[src/rtl/game_pkg.sv]
`default_nettype none
// ---------------------------------------------------------------------------
// game_pkg : phase, player-state and winner encodings for the match logic
// Revision : 1.0
// ---------------------------------------------------------------------------
package game_pkg;

  typedef enum logic [2:0] {
    PH_IDLE       = 3'd0,
    PH_INTRO      = 3'd1,
    PH_FIGHT      = 3'd2,
    PH_KO         = 3'd3,
    PH_MATCH_OVER = 3'd4
  } phase_t;

  localparam logic [3:0] S_HITSTUN = 4'd9;

  localparam logic [1:0] WIN_NONE = 2'd0;
  localparam logic [1:0] WIN_P1   = 2'd1;
  localparam logic [1:0] WIN_P2   = 2'd2;
  localparam logic [1:0] WIN_DRAW = 2'd3;

  function automatic logic [2:0] sat_dec3(input logic [2:0] v, input logic en);
    return (en && (v != 3'd0)) ? v - 3'd1 : v;
  endfunction

endpackage
`default_nettype wire

[src/rtl/hit_edge_detect.sv]
`default_nettype none
// ---------------------------------------------------------------------------
// hit_edge_detect : flags the cycle a player's state first enters hitstun
// Revision        : 1.0
// ---------------------------------------------------------------------------
module hit_edge_detect
  import game_pkg::*;
(
  input  logic       clk,
  input  logic       rst,
  input  logic [3:0] player_state,
  output logic       hit
);

  logic hs;
  logic hs_q;

  assign hs = (player_state == S_HITSTUN);

  always_ff @(posedge clk or negedge rst) begin
    if (!rst) hs_q <= 1'b0;
    else      hs_q <= hs;
  end

  assign hit = hs & ~hs_q;

endmodule
`default_nettype wire

[src/rtl/match_controller.sv]
`default_nettype none
// ---------------------------------------------------------------------------
// match_controller : best-of-N match sequencer (health, timer, round tally)
// Revision         : 1.0
// ---------------------------------------------------------------------------
module match_controller
  import game_pkg::*;
#(
  parameter int HEALTH_MAX    = 3,
  parameter int ROUNDS_TO_WIN = 2,
  parameter int ROUND_TIME    = 99,
  parameter int TICKS_PER_SEC = 60,
  parameter int INTRO_FRAMES  = 90,
  parameter int KO_FRAMES     = 120
) (
  input  logic       clk,
  input  logic       rst,
  input  logic       frame_tick,
  input  logic       start,
  input  logic [3:0] player1_state,
  input  logic [3:0] player2_state,
  output logic [2:0] phase,
  output logic       fight_enable,
  output logic [2:0] player1_health,
  output logic [2:0] player2_health,
  output logic [1:0] player1_rounds,
  output logic [1:0] player2_rounds,
  output logic [6:0] round_timer,
  output logic [1:0] round_winner,
  output logic [1:0] match_winner
);

  localparam int FRAME_MAX = (INTRO_FRAMES > KO_FRAMES) ? INTRO_FRAMES : KO_FRAMES;
  localparam int FW = $clog2(FRAME_MAX + 1);
  localparam int TW = $clog2(TICKS_PER_SEC + 1);

  localparam logic [FW-1:0] INTRO_LAST = FW'(INTRO_FRAMES - 1);
  localparam logic [FW-1:0] KO_LAST    = FW'(KO_FRAMES - 1);
  localparam logic [TW-1:0] TICK_LAST  = TW'(TICKS_PER_SEC - 1);
  localparam logic [2:0]    HP_INIT    = 3'(HEALTH_MAX);
  localparam logic [6:0]    TIME_INIT  = 7'(ROUND_TIME);
  localparam logic [1:0]    WIN_CNT    = 2'(ROUNDS_TO_WIN);

  phase_t        state;
  logic [FW-1:0] frame_cnt;
  logic [TW-1:0] tick_cnt;

  logic hit1;
  logic hit2;
  logic ko_cond;
  logic p1_done;
  logic p2_done;
  logic ko_exit;
  logic go_intro;

  hit_edge_detect u_hit1 (
    .clk          (clk),
    .rst          (rst),
    .player_state (player1_state),
    .hit          (hit1)
  );

  hit_edge_detect u_hit2 (
    .clk          (clk),
    .rst          (rst),
    .player_state (player2_state),
    .hit          (hit2)
  );

  assign phase   = state;
  assign ko_cond = (player1_health == 3'd0) | (player2_health == 3'd0) | (round_timer == 7'd0);
  assign p1_done = (player1_rounds == WIN_CNT);
  assign p2_done = (player2_rounds == WIN_CNT);
  assign ko_exit = frame_tick && (frame_cnt == KO_LAST);

  // Every path into INTRO reloads the per-round registers the same way.
  always_comb begin
    go_intro = 1'b0;
    case (state)
      PH_IDLE:       go_intro = start;
      PH_KO:         go_intro = ko_exit && !p1_done && !p2_done;
      PH_MATCH_OVER: go_intro = start;
      default:       go_intro = 1'b0;
    endcase
  end

  always_ff @(posedge clk or negedge rst) begin
    if (!rst) begin
      state          <= PH_IDLE;
      fight_enable   <= 1'b0;
      player1_health <= HP_INIT;
      player2_health <= HP_INIT;
      player1_rounds <= 2'd0;
      player2_rounds <= 2'd0;
      round_timer    <= TIME_INIT;
      round_winner   <= WIN_NONE;
      match_winner   <= WIN_NONE;
      frame_cnt      <= '0;
      tick_cnt       <= '0;
    end else begin
      case (state)
        PH_INTRO: begin
          if (frame_tick) begin
            if (frame_cnt == INTRO_LAST) begin
              state        <= PH_FIGHT;
              fight_enable <= 1'b1;
              frame_cnt    <= '0;
            end else begin
              frame_cnt <= frame_cnt + 1'b1;
            end
          end
        end

        PH_FIGHT: begin
          if (ko_cond) begin
            // Hits arriving on the KO cycle are dropped: the round is decided.
            state        <= PH_KO;
            fight_enable <= 1'b0;
            frame_cnt    <= '0;
            if (player1_health > player2_health) begin
              round_winner   <= WIN_P1;
              player1_rounds <= player1_rounds + 2'd1;
            end else if (player2_health > player1_health) begin
              round_winner   <= WIN_P2;
              player2_rounds <= player2_rounds + 2'd1;
            end else begin
              round_winner <= WIN_DRAW;
            end
          end else begin
            player1_health <= sat_dec3(player1_health, hit1);
            player2_health <= sat_dec3(player2_health, hit2);
            if (frame_tick) begin
              if (tick_cnt == TICK_LAST) begin
                tick_cnt <= '0;
                if (round_timer != 7'd0) round_timer <= round_timer - 7'd1;
              end else begin
                tick_cnt <= tick_cnt + 1'b1;
              end
            end
          end
        end

        PH_KO: begin
          if (frame_tick) begin
            if (ko_exit) begin
              frame_cnt <= '0;
              if (p1_done) begin
                state        <= PH_MATCH_OVER;
                match_winner <= WIN_P1;
              end else if (p2_done) begin
                state        <= PH_MATCH_OVER;
                match_winner <= WIN_P2;
              end
            end else begin
              frame_cnt <= frame_cnt + 1'b1;
            end
          end
        end

        PH_MATCH_OVER: begin
          if (start) begin
            player1_rounds <= 2'd0;
            player2_rounds <= 2'd0;
            round_winner   <= WIN_NONE;
            match_winner   <= WIN_NONE;
          end
        end

        default: ;
      endcase

      if (go_intro) begin
        state          <= PH_INTRO;
        fight_enable   <= 1'b0;
        player1_health <= HP_INIT;
        player2_health <= HP_INIT;
        round_timer    <= TIME_INIT;
        tick_cnt       <= '0;
        frame_cnt      <= '0;
      end
    end
  end

endmodule
`default_nettype wire

[config.mk]
export PLATFORM = sky130hd
export DESIGN_NAME = match_controller
export DESIGN_NICKNAME = d
export VERILOG_FILES = /design/src/rtl/game_pkg.sv /design/src/rtl/hit_edge_detect.sv /design/src/rtl/match_controller.sv
export SDC_FILE = /design/constraint.sdc
export NUM_CORES = 1
export LEC_CHECK = 0
export BUFFER_PORTS_ARGS = -buffer_cell sky130_fd_sc_hd__buf_2
export CAP_MARGIN = 20
export CORE_ASPECT_RATIO = 0.9
export CORE_MARGIN = 2
export CORE_UTILIZATION = 56
export DETAILED_ROUTE_END_ITERATION = 6
export HOLD_SLACK_MARGIN = 0.08
export PLACE_DENSITY = 0.79
export RECOVER_POWER = 50
export SLEW_MARGIN = 5
export SYNTH_ARGS = -nofsm -noshare
export SYNTH_HDL_FRONTEND = slang
export SYNTH_SLANG_ARGS = --single-unit
export TNS_END_PERCENT = 20
[constraint.sdc]
create_clock -name clk -period 3.2 [get_ports clk]
set_clock_uncertainty 0.2 [all_clocks]
set_input_delay 0.32 -clock clk [delete_from_list [all_inputs] [get_ports clk]]
set_output_delay 0.32 -clock clk [all_outputs]
set_load 0.02 [all_outputs]
### Word level (Yosys, flattened, before mapping)

Index checks and enable logic that the tools add are counted.

| word-level totals | value |
|---|---|
| output and inout port bits | 25 |
| flip-flop bits (word level) | 40 |
| word-level logic and storage cells | 148 |
| input bits | 12 |

| operators by class | value |
|---|---|
| bitwise operators | 6 |
| $add $sub $neg | 7 |
| equality and inequality tests | 26 |
| reduce and logical (&&, ||, !) cells | 36 |
| mux-type cells | 58 |
| order comparisons | 2 |

Operator list:

| cell | number |
|---|---|
| 2-to-1 mux 7 bit | 12 |
| 2-to-1 mux 3 bit | 16 |
| 2-to-1 mux 6 bit | 5 |
| 2-to-1 mux 2 bit | 12 |
| one-hot mux 7 bit (3 select lines) | 1 |
| != test 3 bit, second input constant | 6 |
| one-hot mux 2 bit (2 select lines) | 4 |
| nonzero test 2 bit | 8 |
| AND reduction 5 bit | 3 |
| equality test 7 bit, second input constant | 2 |
| != test 2 bit, second input constant | 7 |
| AND reduction 3 bit | 4 |
| AND reduction 4 bit | 3 |
| logical NOT 3 bit | 3 |
| one-hot mux 3 bit (3 select lines) | 1 |
| nonzero test 3 bit | 3 |
| equality test 4 bit, second input constant | 2 |
| adder 7 x 1 -> 7 bit, second input constant | 1 |
| logical NOT 7 bit | 1 |
| AND reduction 7 bit | 1 |
| nonzero test 7 bit | 1 |
| subtractor 7 x 1 -> 7 bit, second input constant | 1 |
| adder 6 x 1 -> 6 bit, second input constant | 1 |
| equality test 3 x 2 -> 1 bit, second input constant | 2 |
| 18 further kinds | 35 |

### Logic depth before layout (Yosys ltp)

| logic depth | value |
|---|---|
| depth after elaboration | 7 |
| depth in mapped cells | 8 |
| mapped depth without buffers | 7 |

### Cells and area by module

From an unflattened synthesis, not the netlist that was laid out.

| unflattened totals | value |
|---|---|
| cell total of the unflattened synthesis | 244 |
| area, all modules | 2388.5 sq um |

By module, submodules not included:

| module | area each (sq um) | instances | cells each | seq. area each (sq um) |
|---|---|---|---|---|
| match_controller | 2296.0 | 1 | 238 | 960.9 |
| hit_edge_detect | 46.3 | 2 | 3 | 25.0 |

### Worst setup path after synthesis

OpenSTA, ideal clock, no wires.

| path | value |
|---|---|
| path kind | register -> register |
| start | reg player1_health[0] |
| end | reg tick_cnt[5] |
| cell stages (with the launch flop) | 8 |
| period minus slack after synthesis | 2.566 ns |
| arrival time | 2.288 ns |
| setup time | 0.078 ns |
| buffers on the path | 0 |
| slack | 0.634 ns |
| cells stage by stage | dfstp_2 > inv_1 > ha_1 > ha_1 > a2111oi_4 > nand2_2 > or4_1 > a21oi_1 |

| between the ends | value |
|---|---|
| longest elaborated chain between the ends | 5 |

RTL lines:

| what | line | source |
|---|---|---|
| start: declaration | match_controller.sv:24 | `output logic [2:0] player1_health,` |
| start signal: assignment | match_controller.sv:130 | `player1_health <= sat_dec3(player1_health, hit1);` |
| logical NOT 3 bit | match_controller.sv:71 | `assign ko_cond = (player1_health == 3'd0) \| (player2_health == 3'd0) \| (round_timer == 7'd0);` |
| OR 1 bit (2 in a row) | match_controller.sv:71 |  |
| != test 2 x 1 -> 1 bit (no source line) | -- |  |
| AND reduction 3 bit (no source line) | -- |  |
| end signal: assignment | match_controller.sv:137 | `tick_cnt <= tick_cnt + 1'b1;` |
| end: declaration | match_controller.sv:46 | `logic [TW-1:0] tick_cnt;` |

Every way passes these cells.
A chain may end at the register's enable or synchronous reset.

### Worst setup path after layout

Ends and elaborated chain as after synthesis.

==> run summary <==
via count - 1970
Final Total Pwr - 2.04 mW
RSZ-0062 raised after global routing - false
Netlist Area Pre-Place - 2360 µm²
R2R Path Start - player1_health[0]
synthesized area per cell - 9.63 µm²
top post-synthesis cells by area - dfrtp_1 (34%), dfstp_2 (8.9%), ha_1 (7.4%), nand2_1 (4.0%), xor2_1 (3.3%)
CP Cell Sequence - inv_1, ha_1, ha_1, a2111oi_4, nand2_2, or4_1, a21oi_1
worst setup margin - 0.461 ns
r2r setup slk - 0.46 ns
die area - 4750 µm²
CTS Buf Count - 5
area leader, netlist - dfrtp_1
Die W - 72.4 µm
first-pass GRT wire length - 8.81 mm
critical path data required time - 3.22 ns
Min Hold Slack - 0.0922 ns
Yosys warning count - 0
fmax - 365 MHz
Synth top cells by count - dfrtp_1 (32), nand2_1 (25), nor2_1 (19)
final hold violation count - 0
Area growth syn-to-layout - 16.2%
Post-DRT Antenna Nets - 0
drt wl/cell - 15.0 µm
diode count - 0
Synth Instances - 245
Max stage delay on crit path - 0.58 ns
Worst path most repeated cell - ha_1
Netlist cell types - 53
dpl ws - 0.488 ns
setup bufs post-CTS - 0
total grt overflow - 0
kind of start point of the critical path - flip-flop
fillers - 349
WP data arrival - 2.76 ns
FF-to-FF End - tick_cnt[5]
Max-slew headroom - -37.5%
CP max FO - 8
fraction of registers with async set/reset - 100%
placement row count - 22
largest net degree at the start of global routing - 41
DPL Wire Length - 3.62 mm
antenna violations before repair - 0
top_reg_cell synth - dfrtp_1
power per standard cell area - 744 nW/µm²
Setup Crit Path Kind - reg -> reg
maximum root-to-sink buffer count - 2
CTS tree - built
worst hold path startpoint - player2_state[1]
FF-to-FF path depth - 7
GP Congestion - 0.848
Max H-tree Level - 2
DRC viols - 0
Placed Instances - 327
syn nets - 271
Post-synth EDFFs - 0
post-synthesis sequential area ratio - 42.9%
cell with the most instances after synthesis - dfrtp_1
Initial DRC Count - 124
DRT Pass-1 Iters - 4
final period utilization - 85.6%
Worst Tran Pin Value - 2.06 ns
CP Capture Point - tick_cnt[5]
Layout Nets - 315
Slowest-stage cell, CP - dfstp_2
initial core utilization - 57.9%
vias in the first global route - 1949
Via density - 5.83
Tightest Hold Check Type - in -> reg
top-area cell type share of the netlist area - 34.0%
root buf cell - clkbuf_8
maximum VDD drop - 532 µV
Die Y - 65.6 µm
post-layout min period - 2.74 ns
count of non-filler cells in the finished layout - 338
PortBufs - 36
leakage power - 1.27 nW
outcome - finished with violations
Slew Viols, Final - 41
Post-Route WL - 5.08 mm
CP endpoint kind - flip-flop
failing checks - capacitance limit, slew limit
Core Footprint - 4070 µm²
gr usage total - 23.8%
Worst-Skew Late Latency - 0.29 ns
Worst Setup SP - player1_health[0]
clock-pin slew on the worst setup and hold paths - 0.08 ns
Setup-failing EPs final - 0
Fin Setup TNS - 0 ns
io pins - 37
TritonCTS sink count - 40
Synth Register Bits - 40
Max Cap Viol - 1
layout cells sized above 1 - 15.2%
[registers in the layout, summed over array words and instances (netlist names), 2 cells and up]
| signal | count |
|---|---|
| player2_rounds | 2 |
| player1_health | 3 |
| player1_rounds | 2 |
| match_winner | 2 |
| round_timer | 7 |
| player2_health | 3 |
| round_winner | 2 |
| tick_cnt | 6 |
| phase | 3 |
| frame_cnt | 7 |
[placed cells by master, fill, tap and decap left out, types with 3 or more instances in the layout]
cell type / instances
nand2_1: 25
buf_4: 5
inv_1: 12
or4_1: 3
dlygate4sd3_1: 3
dfstp_2: 8
a21o_1: 3
a31oi_1: 4
o211ai_1: 6
clkbuf_8: 7
a21oi_1: 11
o31ai_1: 5
nor2_1: 19
nand4_1: 6
buf_2: 12
nand3_1: 11
nor3_1: 6
ha_1: 14
clkbuf_1: 24
xor2_1: 9
nor2b_1: 4
a22o_1: 3
and2_1: 7
or3_1: 6
dfrtp_1: 32
mux2i_1: 3
o21ai_0: 4
[cell families after synthesis]
group                    Yosys count  share of synthesized area, %
adder cells (fa/ha/maj)           14                          7.43
AO/OA/AOI/OAI                     52                          16.8
multiplexers                       4                          1.75
flip-flops                        40                          42.9
buffers and inverters             19                          3.18
XOR/XNOR                          11                          4.09
AND/OR/NAND/NOR                  105                          23.9
[what timing repair did]
| action | CTS | global route |
|---|---|---|
| gates resized for setup | 0 | 0 |
| hold endpoints to repair | 33 | 0 |
| hold buffers | 3 | 0 |
[how the worst min path moves through the flow]
stage / depth (start not counted) / endpoint
5_1_grt: 3 / u_hit2.hs_q
3_3_place_gp: 1 / u_hit2.hs_q
6_report: 3 / u_hit2.hs_q
2_1_floorplan: 0 / fight_enable
3_5_place_dp: 1 / u_hit2.hs_q
4_1_cts: 3 / u_hit2.hs_q
[power breakdown]
group          total, mW  switching, mW  leakage (nW)  internal [mW]
combinational      0.828          0.504         0.707          0.325
sequential         0.760          0.136         0.502          0.624
clock              0.450          0.175        0.0645          0.275
[stage by stage]
stage               util (%)  cell area (µm²)
finish                  67.3             2740
global route            67.3             2740
CTS                     68.0             2770
detailed placement      64.2             2610
global placement        64.2             2610
floorplan                  -             2360
[metal layers]
metal / wire [µm] / track usage (%) / share of wire [%]
met5: 0 / 0 / 0
met3: 238 / 4.91 / 4.7
met1: 2330 / 30.8 / 46
met4: 50 / 6.94 / 0.98
met2: 2460 / 40.4 / 48
[layout make-up]
cell class | count | area [µm²] | area share [%]
Clock buffer | 7 | 96.3 | 3.52
Clock inverter | 1 | 30.0 | 1.10
Inverter | 12 | 45.0 | 1.64
Multi-Input combinational cell | 186 | 1280 | 46.7
Sequential cell | 40 | 1010 | 36.9
Tap cell | 48 | 60.1 | 2.19
Timing Repair Buffer | 44 | 218 | 7.95
[worst max-delay path, delay by kind of cell, from the launching register on]
family / cells / cell delay (ns)
compound gates: 2 / 0.69
flops: 1 / 0.58
buf+inv: 1 / 0.05
simple gates: 2 / 0.71
fa+ha+maj: 2 / 0.43
Power figures use the tool's default switching activity.
